<file path="src/rtl/sqrt_pkg.sv">
// Shared types and helpers for the iterative square-root engine.
package sqrt_pkg;

  typedef enum logic [1:0] {
    IDLE = 2'b00,
    CALC = 2'b01,
    DONE = 2'b10
  } state_t;

  // Root width for a given radicand width (one root bit per radicand bit pair).
  function automatic int root_w(input int width);
    return width / 2;
  endfunction

endpackage

</file>
<file path="src/rtl/sqrt_step.sv">
// Single restoring digit-by-digit square-root iteration (combinational).
// Shifts two radicand bits into the partial remainder, trial-subtracts
// {Q,01} and keeps the difference only if it did not borrow.
module sqrt_step #(
  parameter int ROOT_W = 4
) (
  input  logic [ROOT_W+1:0] r,
  input  logic [ROOT_W-1:0] q,
  input  logic [1:0]        d,
  output logic [ROOT_W+1:0] r_next,
  output logic [ROOT_W-1:0] q_next
);

  logic [ROOT_W+3:0] shifted;
  logic [ROOT_W+4:0] diff;
  logic [ROOT_W:0]   q_wide;
  logic              borrow;

  // Trial subtraction; the partial remainder never exceeds 2*Q, so the
  // extra high bits stay zero and the top bit of diff is the borrow.
  always_comb begin
    shifted = {r, d};
    diff    = {1'b0, shifted} - {3'b000, q, 2'b01};
    borrow  = diff[ROOT_W+4];
    r_next  = (ROOT_W+2)'(borrow ? shifted : diff[ROOT_W+3:0]);
    q_wide  = {q, ~borrow};
    q_next  = q_wide[ROOT_W-1:0];
  end

endmodule

</file>
<file path="src/rtl/square_root_iterative.sv">
// Iterative integer square root: one root bit per clock, start/ready/done
// handshake, results held until the next completed operation.
// Optional remainder output enabled by defining SQRT_REMAINDER_EN.
module square_root_iterative
  import sqrt_pkg::*;
#(
  parameter  int WIDTH  = 8,
  localparam int ROOT_W = root_w(WIDTH),
  localparam int CNT_W  = $clog2(WIDTH / 2) + 1
) (
  input  logic              clock,
  input  logic              clear,
  input  logic              start,
  input  logic [WIDTH-1:0]  radicand,
  output logic              ready,
  output logic              done,
  output logic [ROOT_W-1:0] root
`ifdef SQRT_REMAINDER_EN
  ,
  output logic [ROOT_W:0]   remainder
`endif
);

  state_t            state;
  logic [WIDTH-1:0]  d;
  logic [ROOT_W+1:0] r;
  logic [ROOT_W-1:0] q;
  logic [CNT_W-1:0]  cnt;
  logic [ROOT_W+1:0] r_next;
  logic [ROOT_W-1:0] q_next;

  sqrt_step #(.ROOT_W(ROOT_W)) u_step (
    .r      (r),
    .q      (q),
    .d      (d[WIDTH-1 -: 2]),
    .r_next (r_next),
    .q_next (q_next)
  );

  // Control FSM, datapath registers and registered handshake/result outputs.
  always_ff @(posedge clock) begin
    if (clear) begin
      state <= IDLE;
      ready <= 1'b1;
      done  <= 1'b0;
      root  <= '0;
      d     <= '0;
      r     <= '0;
      q     <= '0;
      cnt   <= '0;
`ifdef SQRT_REMAINDER_EN
      remainder <= '0;
`endif
    end else begin
      case (state)
        IDLE: begin
          done <= 1'b0;
          if (start) begin
            d     <= radicand;
            r     <= '0;
            q     <= '0;
            cnt   <= CNT_W'(ROOT_W);
            ready <= 1'b0;
            state <= CALC;
          end
        end
        CALC: begin
          r   <= r_next;
          q   <= q_next;
          d   <= d << 2;
          cnt <= cnt - 1'b1;
          // Last iteration: publish the step outputs directly.
          if (cnt == CNT_W'(1)) begin
            root  <= q_next;
`ifdef SQRT_REMAINDER_EN
            remainder <= r_next[ROOT_W:0];
`endif
            done  <= 1'b1;
            state <= DONE;
          end
        end
        DONE: begin
          done  <= 1'b0;
          ready <= 1'b1;
          state <= IDLE;
        end
        default: begin
          done  <= 1'b0;
          ready <= 1'b1;
          state <= IDLE;
        end
      endcase
    end
  end

endmodule

</file>
<file path="config.mk">
export PLATFORM = sky130hd
export DESIGN_NAME = square_root_iterative
export DESIGN_NICKNAME = d
export VERILOG_FILES = /design/src/rtl/sqrt_pkg.sv /design/src/rtl/sqrt_step.sv /design/src/rtl/square_root_iterative.sv
export SDC_FILE = /design/constraint.sdc
export NUM_CORES = 1
export LEC_CHECK = 0
export CORE_MARGIN = 2
export CORE_UTILIZATION = 40
export DETAILED_ROUTE_END_ITERATION = 8
export GPL_TIMING_DRIVEN = 0
export HOLD_SLACK_MARGIN = 0.12
export SLEW_MARGIN = 20
export SYNTH_ARGS = -nofsm -noshare
export SYNTH_HDL_FRONTEND = slang
export SYNTH_SLANG_ARGS = --single-unit
</file>
<file path="constraint.sdc">
create_clock -name clock -period 1.7 [get_ports clock]
set_input_delay 0.17 -clock clock [delete_from_list [all_inputs] [get_ports clock]]
set_output_delay 0.17 -clock clock [all_outputs]
set_load 0.005 [all_outputs]
</file>
; ---- Word level (Yosys, flattened, before mapping)
; Cells that the tools add are included.
[op_classes]
addsub = 2
reduce_logical = 7
bitwise = 2
n_mux = 14
eq_ne = 4
[ops]
columns = op, n
row1 = one-hot mux 8 bit (2 select lines), 1
row2 = two-way mux 6 bit, 2
row3 = one-hot mux 6 bit (2 select lines), 1
row4 = subtractor 8 x 6 -> 9 bit, 1
row5 = two-way mux 8 bit, 1
row6 = one-hot mux 4 bit (2 select lines), 1
row7 = AND reduction 2 bit, 4
row8 = one-hot mux 3 bit (2 select lines), 1
row9 = two-way mux 2 bit, 2
row10 = two-way mux 4 bit, 1
row11 = "!= test 2 bit, second input constant", 2
row12 = one-hot mux 2 bit (2 select lines), 1
row13 = "== test 3 x 1 -> 1 bit, second input constant", 1
row14 = two-way mux 3 bit, 1
row15 = "subtractor 3 x 1 -> 3 bit, second input constant", 1
row16 = "== test 2 x 1 -> 1 bit, second input constant", 1
row17 = zero test 2 bit, 1
row18 = NOT 1 bit, 2
row19 = one-hot mux 1 bit (2 select lines), 1
row20 = nonzero test 2 bit, 1
row21 = OR reduction 2 bit, 1
row22 = two-way mux 1 bit, 1
[word_totals]
output_inout_bits = 6
ff_bits = 29
inputBits = 11
wordCells = 37

; ---- Logic depth before layout (Yosys ltp)
[depth]
ltp_word = 3
mapped_depth = 8
depth_no_buf = 7

; ---- Cells and area by module
; Synthesis repeated with hierarchy kept, for this count alone.
[unflattened]
cells_unflattened = 161
area_unflattened_um2 = 1476.4
[by_module_without_submodules]
columns = module, area_each_um2, cells_each, instances, seq_area_each_um2
row1 = square_root_iterative, 1136.1, 114, 1, 580.6
row2 = sqrt_step, 340.3, 47, 1, 0.0

; ---- Worst setup path after synthesis
; No wires, ideal clock.
[synth_timing]
path_kind = flip-flop to flip-flop
start = reg q[0]
end = reg r[1]
setup_time_ns = 0.067
n_path_buf = 1
setup_slack_ns = -0.059
arrival_time_ns = 1.692
path_stages_with_launch = 9
synth_period_minus_slack_ns = 1.759
t_required_ns = 1.633
path_cell_list = dfxtp_1 > inv_1 > ha_1 > nor2b_4 > o31ai_2 > a21o_1 > buf_6 > mux2_4 > o21ai_2
[synth_via]
elab_chain_len = 3
[synth_lines]
columns = element, line_no
row1 = start: declaration, square_root_iterative.sv:27  ; logic [ROOT_W-1:0] q;
row2 = start signal: assignment, square_root_iterative.sv:69  ; q <= q_next;
row3 = subtractor 8 x 6 -> 9 bit, sqrt_step.sv:23  ; diff = {1'b0, shifted} - {3'b000, q, 2'b01};
row4 = two-way mux 6 bit, sqrt_step.sv:25  ; r_next = (ROOT_W+2)'(borrow ? shifted : diff[ROOT_W+3:0]);
row5 = one-hot mux 6 bit (2 select lines), square_root_iterative.sv:55  ; case (state)
row6 = end signal: assignment, square_root_iterative.sv:68  ; r <= r_next;
row7 = end: declaration, square_root_iterative.sv:26  ; logic [ROOT_W+1:0] r;
; No other way between the ends.
; A chain may end at the register's enable or synchronous reset.

; ---- Final worst setup path
[layout_timing]
start = reg q[3]
end = reg r[1]
; The elaborated chain is that of the path after synthesis.

==> run_results.csv <==
group,metric,value,unit
status,run_status,"finished, violations left",
status,violations,"setup timing",
die,row_count,21,
logic_synthesis,ys_types,41,
cells_and_area,fin_cells,244,
logic_synthesis,synth-seq-cells,29,
timing,max_slew_margin,0.665,
critical_path,cp_max_fo,6,
worst_hold_path,holdPathEnd,"cnt[1]",
grt,grt.overflow.total,0,
grt,grt_usage,0.169,
critical_path,worst_ep_required_time,1960,ps
clock_tree,clockRootBuffer,"clkbuf_4",
clock_tree,clock-sinks,29,
place,gp_congestion,0.757,
grt,grt_first_pass_wirelength,5420,um
drt,finalWirelength,3060,um
grt,grt-busiest-layer,"met2",
critical_path,r2r_setup_slack,-60,ps
drt,wl_per_cell,12.5,um
timing,setup_ws,-57.1,ps
power,power.switching,712,uW
timing,timing.fmax,0.569,GHz
clock_tree,cts_buffers,5,
cells_and_area,area.growth.synth_to_final,28.6,%
timing,min_period,1760,ps
cells_and_area,fin_util,0.543,
cells_and_area,multiInputGateArea,880,um^2
die,ios,17,
clock_tree,path_clk_slew,90,ps
logic_synthesis,ys_seq_area_frac,0.406,
timing,setup_violations,1,
place,dp.cells,233,
die,core_area,3390,um^2
critical_path,critPathArrivalTime,2020,ps
power,power,2130,uW
grt,grt_start_max_net_pins,11,
worst_hold_path,hold_depth,2,
critical_path,reg2reg_depth,8,
critical_path,r2r-end,"r[1]",
worst_hold_path,hold_class,"reg2reg",
critical_path,cp-end-kind,"flop",
drt,routed_via_density,5.04,
power,pwr_density_cell,1160,nW/um^2
die,die_h,63.8,um
timing,hold_ws,468,ps
critical_path,reg2reg_from,"q[3]",
power,p_leak,0.000700,uW
grt,grt_use_met2,0.271,
timing,drv_slew,0,
die,start_util,0.422,
clock_tree,cts.htree.levels,2,
place,io_buffer_count,16,
worst_hold_path,worstHoldStart,"cnt[1]",
drt,initialDrtViolationCount,51,
grt,grt_pass1_vias,1187,
drt,ant_nets,0,
die,fp.dieArea,4070,um^2
logic_synthesis,avgSynthCellArea,8.36,um^2
logic_synthesis,synth.net_count,189,
logic_synthesis,netlist_instances,171,
timing,rsz0062_at_grt,"true",
clock_tree,cts_tree,"built",
cells_and_area,final_cell_mix,"nor2_1, dfxtp_1, clkdlybuf4s50_1",
timing,hold_viol_final,0,
critical_path,startpoint_type,"flop",
clock_tree,insertion_delay,320,ps
run,cap_violations,0,
timing,skew,8.02,ps
cells_and_area,regArea,587,um^2
cells_and_area,antennaDiodeCount,0,
cells_and_area,fillers,329,
clock_tree,cts-hold-fix-buffers,0,
logic_synthesis,synth_warnings,0,
drt,via_count,1230,
drt,dr.pass1.iters,4,
grt,antenna_found_initial,0,
grt,met3_usage,0.0440,
timing,tightest_slew,503,ps
power,comb_power_share,0.442,
cells_and_area,drive_above_1_share,0.202,
power,p_sw_frac,0.334,
clock_tree,cts_buffer_depth,2,
timing,fin_crit_sh,1.03,
power,ir_worst_vdd,0.600,mV
cells_and_area,layout.nets,215,
drt,drc,0,
cells_and_area,final_common_cell,"nor2_1",
place,post-place-ws,-211,ps
grt,grt_use_met1,0.220,
critical_path,crit_type,"reg2reg",
place,dp_hpwl,2200,um
power,p_seq_frac,0.374,
power,p_int,1420,uW
power,clkPwrFrac,0.183,
logic_synthesis,netlist_area,1430,um^2
die,die_w,63.8,um
==> flip-flops by register name, indices dropped and copies added (netlist names) <==
register and flops:
d 8, r 6, q 4, root 4
cnt 3, state 2, done 1, ready 1
==> worst max-delay path by stage <==
stage | endpoint | depth (start not counted) | startpoint
2_1_floorplan | r[1] | 8 | q[0]
3_3_place_gp | r[5] | 7 | start
3_5_place_dp | r[5] | 7 | start
4_1_cts | r[4] | 7 | q[0]
5_1_grt | r[1] | 7 | r[3]
6_report | r[1] | 8 | q[3]
==> power by group through the flow <==
stage	logic [uW]	registers (uW)	clock network, uW
final	943	798	391
after global routing	1030	810	443
after CTS	854	797	405
after detailed placement	751	806	0
after global placement	735	803	0
after floorplan	606	795	0
==> per-layer routing <==
| metal | vias up | part of all wire | wire, um |
|---|---|---|---|
| met1 | 560 | 0.48 | 1480 |
| met5 | - | 0 | 0 |
| li1 | 633 | - | - |
| met4 | 0 | 0.014 | 44 |
| met2 | 30 | 0.46 | 1410 |
| met3 | 7 | 0.042 | 128 |
==> worst max-delay path, stage by stage (launching register included) <==
cell and delay [ps]:
dfxtp_2 350, inv_2 40, ha_4 140, or3_4 380
nor2_4 120, a21o_1 130, buf_6 130, mux2_4 300
o21ai_2 100
==> synth_stat cells <==
cell / instances / share of area
or3_4: 1 / 0.0079
a2111oi_0: 1 / 0.0061
a22o_1: 1 / 0.0061
a32oi_1: 1 / 0.0061
ha_1: 7 / 0.061
inv_1: 10 / 0.026
nor2b_1: 8 / 0.035
o21ai_0: 7 / 0.024
a211o_1: 1 / 0.0061
xnor2_1: 3 / 0.018
nand2_1: 10 / 0.026
a211oi_1: 7 / 0.037
mux2_4: 1 / 0.010
or3_1: 1 / 0.0044
nor2_1: 33 / 0.087
a21o_1: 1 / 0.0053
nand4_1: 1 / 0.0044
nor2b_4: 1 / 0.0096
nand3b_1: 1 / 0.0053
a21oi_1: 8 / 0.028
o21a_1: 2 / 0.010
dfxtp_1: 29 / 0.41
o41ai_1: 1 / 0.0061
o32ai_1: 1 / 0.0061
o21ai_1: 3 / 0.010
clkbuf_1: 6 / 0.016
or2b_1: 1 / 0.0053
o21ai_2: 1 / 0.0061
nor3_1: 4 / 0.014
buf_1: 1 / 0.0026
o21a_2: 1 / 0.0061
o31ai_2: 1 / 0.0087
o211ai_1: 1 / 0.0053
or2_2: 2 / 0.0087
buf_6: 1 / 0.0079
buf_2: 1 / 0.0035
nor2_2: 1 / 0.0044
nand2b_1: 2 / 0.0087
nand3_1: 1 / 0.0035
mux2i_1: 5 / 0.035
a22oi_1: 2 / 0.010
==> metrics by stage <==
stage | area [um^2] | TNS, ps
CTS | 1780 | -72.9
global placement | 1670 | -1130
detailed placement | 1670 | -1450
floorplan | 1460 | 0
finish | 1840 | -57.1
global route | 1840 | -364
==> what timing repair did <==
action | CTS | global route
cloned | 0 | 0
buffers inserted | 2 | 1
endpoints found under the setup margin | 5 | 11
resized for setup | 14 | 10
==> area by class of cell <==
cell class	instances	area share
well taps	46	0.0313
inverters	10	0.0204
multi-input cells	123	0.478
plain buffers	9	0.0238
clock inverters	2	0.00544
clock buffers	6	0.0224
repair buffers	19	0.0993
flip-flops and latches	29	0.319
==> cell families (layout without fill, tap and decap cells) <==
| kind of cell | count (synthesis) | after routing | share of synthesized area |
|---|---|---|---|
| buffers and inverters | 19 | 46 | 0.0560 |
| XOR/XNOR | 3 | 3 | 0.0184 |
| AO/OA/AOI/OAI | 40 | 40 | 0.189 |
| AND/OR/NAND/NOR | 67 | 67 | 0.224 |
| multiplexers | 6 | 6 | 0.0455 |
| flip-flops | 29 | 29 | 0.406 |
| adder cells (fa/ha/maj) | 7 | 7 | 0.0612 |
Power figures use the tool's default switching activity.
